File: src/rtl/uart_arb_pkg.sv
// uart_arb_pkg: shared FSM state type and default parameters for the UART TX arbiter
package uart_arb_pkg;
    typedef enum logic {IDLE, XFER} arb_state_t;
    localparam int          N_REQ_DEF   = 4;
    localparam logic [15:0] TIMEOUT_DEF = 16'd50000;
endpackage

File: src/rtl/rr_pick.sv
// rr_pick: combinational round-robin search for the first set request after ptr
module rr_pick #(
    parameter int N = 4,
    parameter int W = $clog2(N)
) (
    input  logic [N-1:0] req,
    input  logic [W-1:0] ptr,
    output logic [W-1:0] idx,
    output logic         found
);
    // scan ptr+1 .. ptr+N modulo N and keep the first hit
    always_comb begin
        idx   = '0;
        found = 1'b0;
        for (int i = 1; i <= N; i++) begin
            if (!found && req[(int'(ptr) + i) % N]) begin
                found = 1'b1;
                idx   = W'((int'(ptr) + i) % N);
            end
        end
    end
endmodule

File: src/rtl/uart_tx_arbiter.sv
// uart_tx_arbiter: packet-atomic round-robin arbiter feeding one UART transmitter
module uart_tx_arbiter
    import uart_arb_pkg::*;
#(
    parameter int          N_REQ   = N_REQ_DEF,
    parameter logic [15:0] TIMEOUT = TIMEOUT_DEF
) (
    input  logic               clk,
    input  logic               rstn,
    input  logic [N_REQ-1:0]   s_valid,
    input  logic [8*N_REQ-1:0] s_data,
    input  logic [N_REQ-1:0]   s_last,
    output logic [N_REQ-1:0]   s_ready,
    output logic               o_e,
    input  logic               o_r,
    output logic [7:0]         o_d,
    output logic [N_REQ-1:0]   grant,
    output logic               timeout_err
);
    localparam int W = $clog2(N_REQ);

    arb_state_t   state, state_nxt;
    logic [W-1:0] owner, owner_nxt, ptr, ptr_nxt, pick;
    logic [15:0]  gap, gap_nxt;
    logic         found, tout_nxt, busy, fire;

    rr_pick #(.N(N_REQ), .W(W)) u_pick (
        .req   (s_valid),
        .ptr   (ptr),
        .idx   (pick),
        .found (found)
    );

    // owner port passes straight through to the UART; everything is quiet in IDLE
    always_comb begin
        busy           = (state == XFER);
        grant          = '0;
        grant[owner]   = busy;
        s_ready        = '0;
        s_ready[owner] = busy & o_r;
        o_e            = busy & s_valid[owner];
        o_d            = busy ? s_data[{owner, 3'b000} +: 8] : 8'h00;
        fire           = o_e & o_r;
    end

    // arbitration in IDLE; packet end or idle-gap timeout returns to IDLE
    always_comb begin
        state_nxt = state;
        owner_nxt = owner;
        ptr_nxt   = ptr;
        gap_nxt   = gap;
        tout_nxt  = 1'b0;
        if (state == IDLE) begin
            if (found) begin
                state_nxt = XFER;
                owner_nxt = pick;
                gap_nxt   = '0;
            end
        end else if (fire) begin
            gap_nxt = '0;
            if (s_last[owner]) begin
                state_nxt = IDLE;
                ptr_nxt   = owner;
            end
        end else if (!s_valid[owner]) begin
            gap_nxt = gap + 16'd1;
            if (gap_nxt == TIMEOUT) begin
                state_nxt = IDLE;
                ptr_nxt   = owner;
                tout_nxt  = 1'b1;
            end
        end
    end

    // all arbiter state; ptr resets to the last index so requester 0 wins first
    always_ff @(posedge clk or negedge rstn) begin
        if (!rstn) begin
            state       <= IDLE;
            owner       <= '0;
            ptr         <= W'(N_REQ - 1);
            gap         <= '0;
            timeout_err <= 1'b0;
        end else begin
            state       <= state_nxt;
            owner       <= owner_nxt;
            ptr         <= ptr_nxt;
            gap         <= gap_nxt;
            timeout_err <= tout_nxt;
        end
    end
endmodule

File: config.mk
export PLATFORM = sky130hd
export DESIGN_NAME = uart_tx_arbiter
export DESIGN_NICKNAME = d
export VERILOG_FILES = /design/src/rtl/uart_arb_pkg.sv /design/src/rtl/rr_pick.sv /design/src/rtl/uart_tx_arbiter.sv
export SDC_FILE = /design/constraint.sdc
export NUM_CORES = 1
export LEC_CHECK = 0
export BUFFER_PORTS_ARGS = -buffer_cell sky130_fd_sc_hd__buf_2
export CORE_MARGIN = 2
export CORE_UTILIZATION = 50
export DETAILED_ROUTE_END_ITERATION = 10
export MAX_ROUTING_LAYER = met4
export PLACE_DENSITY = 0.8
export SYNTH_ARGS = -nofsm -noshare
export SYNTH_HDL_FRONTEND = slang
export SYNTH_HIERARCHICAL = 1
export SYNTH_SLANG_ARGS = --single-unit
File: constraint.sdc
create_clock -name clk -period 2.9 [get_ports clk]
set_input_delay 0.29 -clock clk [delete_from_list [all_inputs] [get_ports clk]]
set_output_delay 0.29 -clock clk [all_outputs]
set_load 0.01 [all_outputs]
== Yosys cells after proc, flatten, opt, wreduce, memory -nomap -nowiden ==
Cells that the tools add are included.

* Register bits: 22
* Latch bits: 0
* Bits in writable memories: 0
* ROM bits: 0
* Input port bits: 43
* Output and inout port bits: 18
* Word-level logic and storage cells: 92
* Memories: 0

* Add/subtract/negate cells: 5
* Multipliers: 0
* Divide/modulo/power cells: 0
* Order comparisons: 6
* Equal/unequal tests: 4
* Shifts and indexed selects: 1
* Mux-type cells: 45
* Bitwise logic cells: 10
* Reduce and logical (&&, ||, !) cells: 16

{| class="wikitable"
|+ Operators with widths
! operator !! count
|-
| two-way mux 16 bit || 4
|-
| indexed part select 32 x 6 -> 8 bit || 1
|-
| two-way mux 1 bit || 25
|-
| adder 16 x 1 -> 16 bit (second input constant) || 1
|-
| == test 16 bit (second input constant) || 1
|-
| less-than comparator 3 x 4 -> 1 bit (second input constant) || 4
|-
| two-way mux 2 bit || 8
|-
| binary-select mux 1 bit (select 2 bit) || 6
|-
| AND 4 bit || 2
|-
| two-way mux 8 bit || 1
|-
| OR reduction 2 bit || 4
|-
| adder 2 x 1 -> 2 bit (second input constant) || 2
|-
| adder 2 bit (second input constant) || 2
|-
| AND 1 bit (first input constant) || 4
|-
| logical AND 1 bit || 4
|-
| AND reduction 2 bit || 2
|-
| AND reduction 4 bit || 1
|-
| nonzero test 2 bit || 2
|-
| AND 1 bit || 3
|-
| logical NOT 1 bit || 3
|-
| less-than comparator 2 x 3 -> 1 bit (second input constant) || 1
|-
| inequality test 3 bit (second input constant) || 1
|-
| demux 1 bit (select 2 bit) || 1
|-
| greater-or-equal comparator 2 x 1 -> 1 bit (second input constant) || 1
|-
| other kinds (3) || 3
|}

== Depth between registers and ports, before layout ==
* Word-level depth: 18
* Depth in mapped cells: 7
* Mapped depth without buffers: 7

== Modules after synthesis ==
Netlist, hierarchy kept.

{| class="wikitable"
|+ Modules (own cells, without submodules)
! module !! times used !! cells each !! area each (µm²)
|-
| uart_tx_arbiter || 1 || 184 || 1670.4
|-
| rr_pick || 1 || 14 || 91.3
|}

== Worst setup path before layout ==
OpenSTA, ideal clock, no wires.

* Path type: register to register
* Start: register gap[0]
* End: register ptr[0]
* Library setup time: 0.085 ns
* Arrival: 2.159 ns
* Data required time: 2.815 ns
* Path slack: 0.656 ns
* Cell stages (with the launch flop): 8
* Buffers on the path: 0
* Cells stage by stage: dfrtp_1 ha_1 nand3_1 nor3_1 mux2i_1 nor3_1 a32o_2 mux2_1

* Word-level cells in the longest chain between the ends: 4

{| class="wikitable"
|+ RTL lines
! what !! RTL line !! RTL
|-
| start, declared || uart_tx_arbiter.sv:24 || <nowiki>logic [15:0] gap, gap_nxt;</nowiki>
|-
| start signal, assigned || uart_tx_arbiter.sv:87 || <nowiki>gap <= gap_nxt;</nowiki>
|-
| adder 16 x 1 -> 16 bit || uart_tx_arbiter.sv:66 || <nowiki>gap_nxt = gap + 16'd1;</nowiki>
|-
| == test 16 bit || uart_tx_arbiter.sv:67 || <nowiki>if (gap_nxt == TIMEOUT) begin</nowiki>
|-
| nonzero test 2 bit (no line) || -- ||
|-
| AND reduction 4 bit (no line) || -- ||
|-
| end signal, assigned || uart_tx_arbiter.sv:80 || <nowiki>ptr <= W'(N_REQ - 1);</nowiki>
|-
| end signal, assigned || uart_tx_arbiter.sv:86 || <nowiki>ptr <= ptr_nxt;</nowiki>
|-
| end, declared || uart_tx_arbiter.sv:23 || <nowiki>logic [W-1:0] owner, owner_nxt, ptr, ptr_nxt, pick;</nowiki>
|}

Every way passes these cells.
A chain may end at the register's enable or synchronous reset.

== Final worst setup path ==
* Start: register gap[0]
* End: register ptr[1]

The elaborated chain is that of the path after synthesis.

==> metrics <==
fmax=around 390 MHz; Yosys reg bits=22; crit path kind=flop to flop; Power, Total=1.47 mW; post-synthesis async set-or-reset flop share=1.00; Core Rows=21; Fin. Hold Viols=0; fin crit period=2.57 ns; Clk Latency, worst-skew pair=about 0.31 ns; post-synth cell types=46; Worst path top cell family by delay=simple AND/OR/NAND/NOR gates; CTS tree=done; setup_tns=0 ns; Die Y-Extent=63.4 um; IO Count=61; Iter 0 DRT Violations=between 100 and 150; Final Cycle Share=0.885; vias in the first global route=approximately 1.7k; gr ovfl total=0; top cell type's share of synthesized area=0.284; switching power=0.637 mW; crit path capture type=flop; Mapped Cells=~200; Core Area=0.00336 mm2; Syn-to-layout area delta=20.5%; Pleak=0.943 nW; Pwr Density=691 mW/mm2; slowest CP cell=dfrtp_1; critical path startpoint category=flop; H-tree levels=1; final-report max-slew violation count=0; n_diodes=0; Place WS=0.350 ns; WP data arrival=2.82 ns; top cells by count, synth=dfrtp_1 (20), nor2_1 (20), o21ai_0 (17); syn nets=243; final worst slack=between 0.3 and 0.4 ns; global-route wire length before repair=about 7600 um; CP Buf/Inv Count=0; fin nets=299; worst hold slack=0.411 ns; crit path max fanout=9; Post-route DRC=0; final antenna-violating net count=0; hold_buf cts=1; RSZ-0062 raised after global routing=no; most used cell, CP=nor3_1; Least-Margin Pin Slew=between 1 and 1.5 ns; Post-synth EDFFs=0; Num Clock Sinks=22; VDD IR max=between 0.4 and 0.5 mV; Worst Hold Class=input port to flop; Total Routing Usage GR=0.241; worst clock skew=about 0.002 ns; largest net degree at the start of global routing=23; sequential power share=0.313; clock-pin slew on the worst setup and hold paths=0.12 ns; I/O Buffers=60; Worst Path Required=3.15 ns; clock network power share=0.102; register area share after synthesis=0.314; Post-DP HPWL=between 3000 and 4000 um; YS warnings=6; status=finished, final reports clean; Largest stage delay, worst path=between 0.5 and 0.6 ns; DR vias=1,699; post_cts resized=0; Wirelength per Cell=14.4 um; slew margin rel.=0.170; Max-cap violations=0; CP cell instances=ha_1, nand3_1, nor3_1, mux2i_1, nor3_1, a32o_2, mux2_1; switch share=0.434; Main synth FF type=dfrtp_1; die width=approximately 63 um; Pre-antenna DRT Iters=4; synthesized area=approximately 0.0018 mm2; clk root buf=clkbuf_4; initial antenna violation count=0; Post-CTS Setup Inserts=0; Avg Cell Area, Syn=a little under 9 um2; clk buf depth=2; cts bufs inserted=3; initial core utilization=0.524; top cells by area, synth=dfrtp_1 (28%), mux4_2 (13%), o21ai_0 (4.8%); Final Wtd Congestion=slightly below 0.9; combinational fraction of design power=0.586; Cell Int Power=0.830 mW; via/cell ratio=5.68; setup violators final=0; die area=0.00401 mm2; Total Wirelength=4290 um; fraction of layout cells with a size suffix above 1=0.340; Yosys top cell by area=dfrtp_1
## power by group through the flow
stage	registers [mW]	clock network (mW)	logic [mW]
2_1_floorplan	0.427	0	0.632
3_3_place_gp	0.457	0	0.846
3_5_place_dp	0.464	0	0.860
4_1_cts	0.458	0.150	0.866
5_1_grt	0.474	0.166	0.953
6_report	0.459	0.149	0.859
## through the flow
| step | cell area, um2 | cells | util |
|---|---|---|---|
| 2_1_floorplan | 1760 | 198 | - |
| 3_3_place_gp | 2090 | 294 | 0.620 |
| 3_5_place_dp | 2090 | 294 | 0.620 |
| 4_1_cts | 2120 | 299 | 0.631 |
| 5_1_grt | 2120 | 299 | 0.631 |
| 6_report | 2120 | 299 | 0.631 |
## layer usage
layer	GRT usage	up-vias	wire, um
li1	-	839	-
met1	0.298	817	1780
met2	0.417	41	2300
met3	0.0393	2	185
met4	0.0516	0	21
met5	-	-	0
## cells by family (layout without fill, tap and decap cells)
logic type	Yosys count	in the layout	synth area share
AO/OA/AOI/OAI	45	45	0.162
multiplexers	16	16	0.164
buffers and inverters	17	72	0.0405
flip-flops	22	22	0.314
adder cells (fa/ha/maj)	2	2	0.0142
XOR/XNOR	6	6	0.0298
AND/OR/NAND/NOR	90	90	0.276
## cells in the final DEF, fill, tap and decap left out, types with 3 or more instances in the layout
cell type  count
inv_1          3
buf_4          3
buf_2         60
and3_1         4
nand2b_1       7
nor3b_1        3
nand3_1        7
dfrtp_1       20
a21oi_1        5
o31ai_1        4
clkbuf_4       3
nand4_1        6
a31oi_1        5
mux2i_1        3
nand2_1       15
and2_1        13
nor2_1        20
nor3_1         4
o21ai_1        4
o21ai_0       17
mux4_2        10
xnor2_1        4
## layout make-up
class	instances	area (um2)
multi-input cells	159	1140
fillers	299	1240
repair buffers	64	333
well taps	46	57.6
clock buffers	4	26.3
inverters	4	15.0
flip-flops and latches	22	553
## final timing paths
path,start,endpoint,slack (ns),cells after the start
setup / recovery,gap[0],ptr[1],0.33,7
hold / removal,s_valid[2],owner[1],0.41,5
setup reg to reg,gap[0],ptr[1],0.33,7
hold reg to reg,gap[13],gap[13],0.57,1
max in group asynchronous,rstn,ptr[1],2.07,2
min in group asynchronous,rstn,gap[12],0.47,2
## worst reg2reg max path, stage by stage, from the launching register on
cell     delay (ns)
dfrtp_1        0.52
ha_1           0.31
nand3_1        0.21
nor3_1         0.46
mux2i_1        0.35
nor3_1         0.09
a32o_2         0.26
mux2_1         0.31
## flip-flops by register name, summed over array words and instances, names as in the netlist
| signal | count |
|---|---|
| ptr | 2 |
| owner | 2 |
| busy | 1 |
| gap | 16 |
| timeout_err | 1 |
Note: power is estimated with default switching activity, not from simulation.
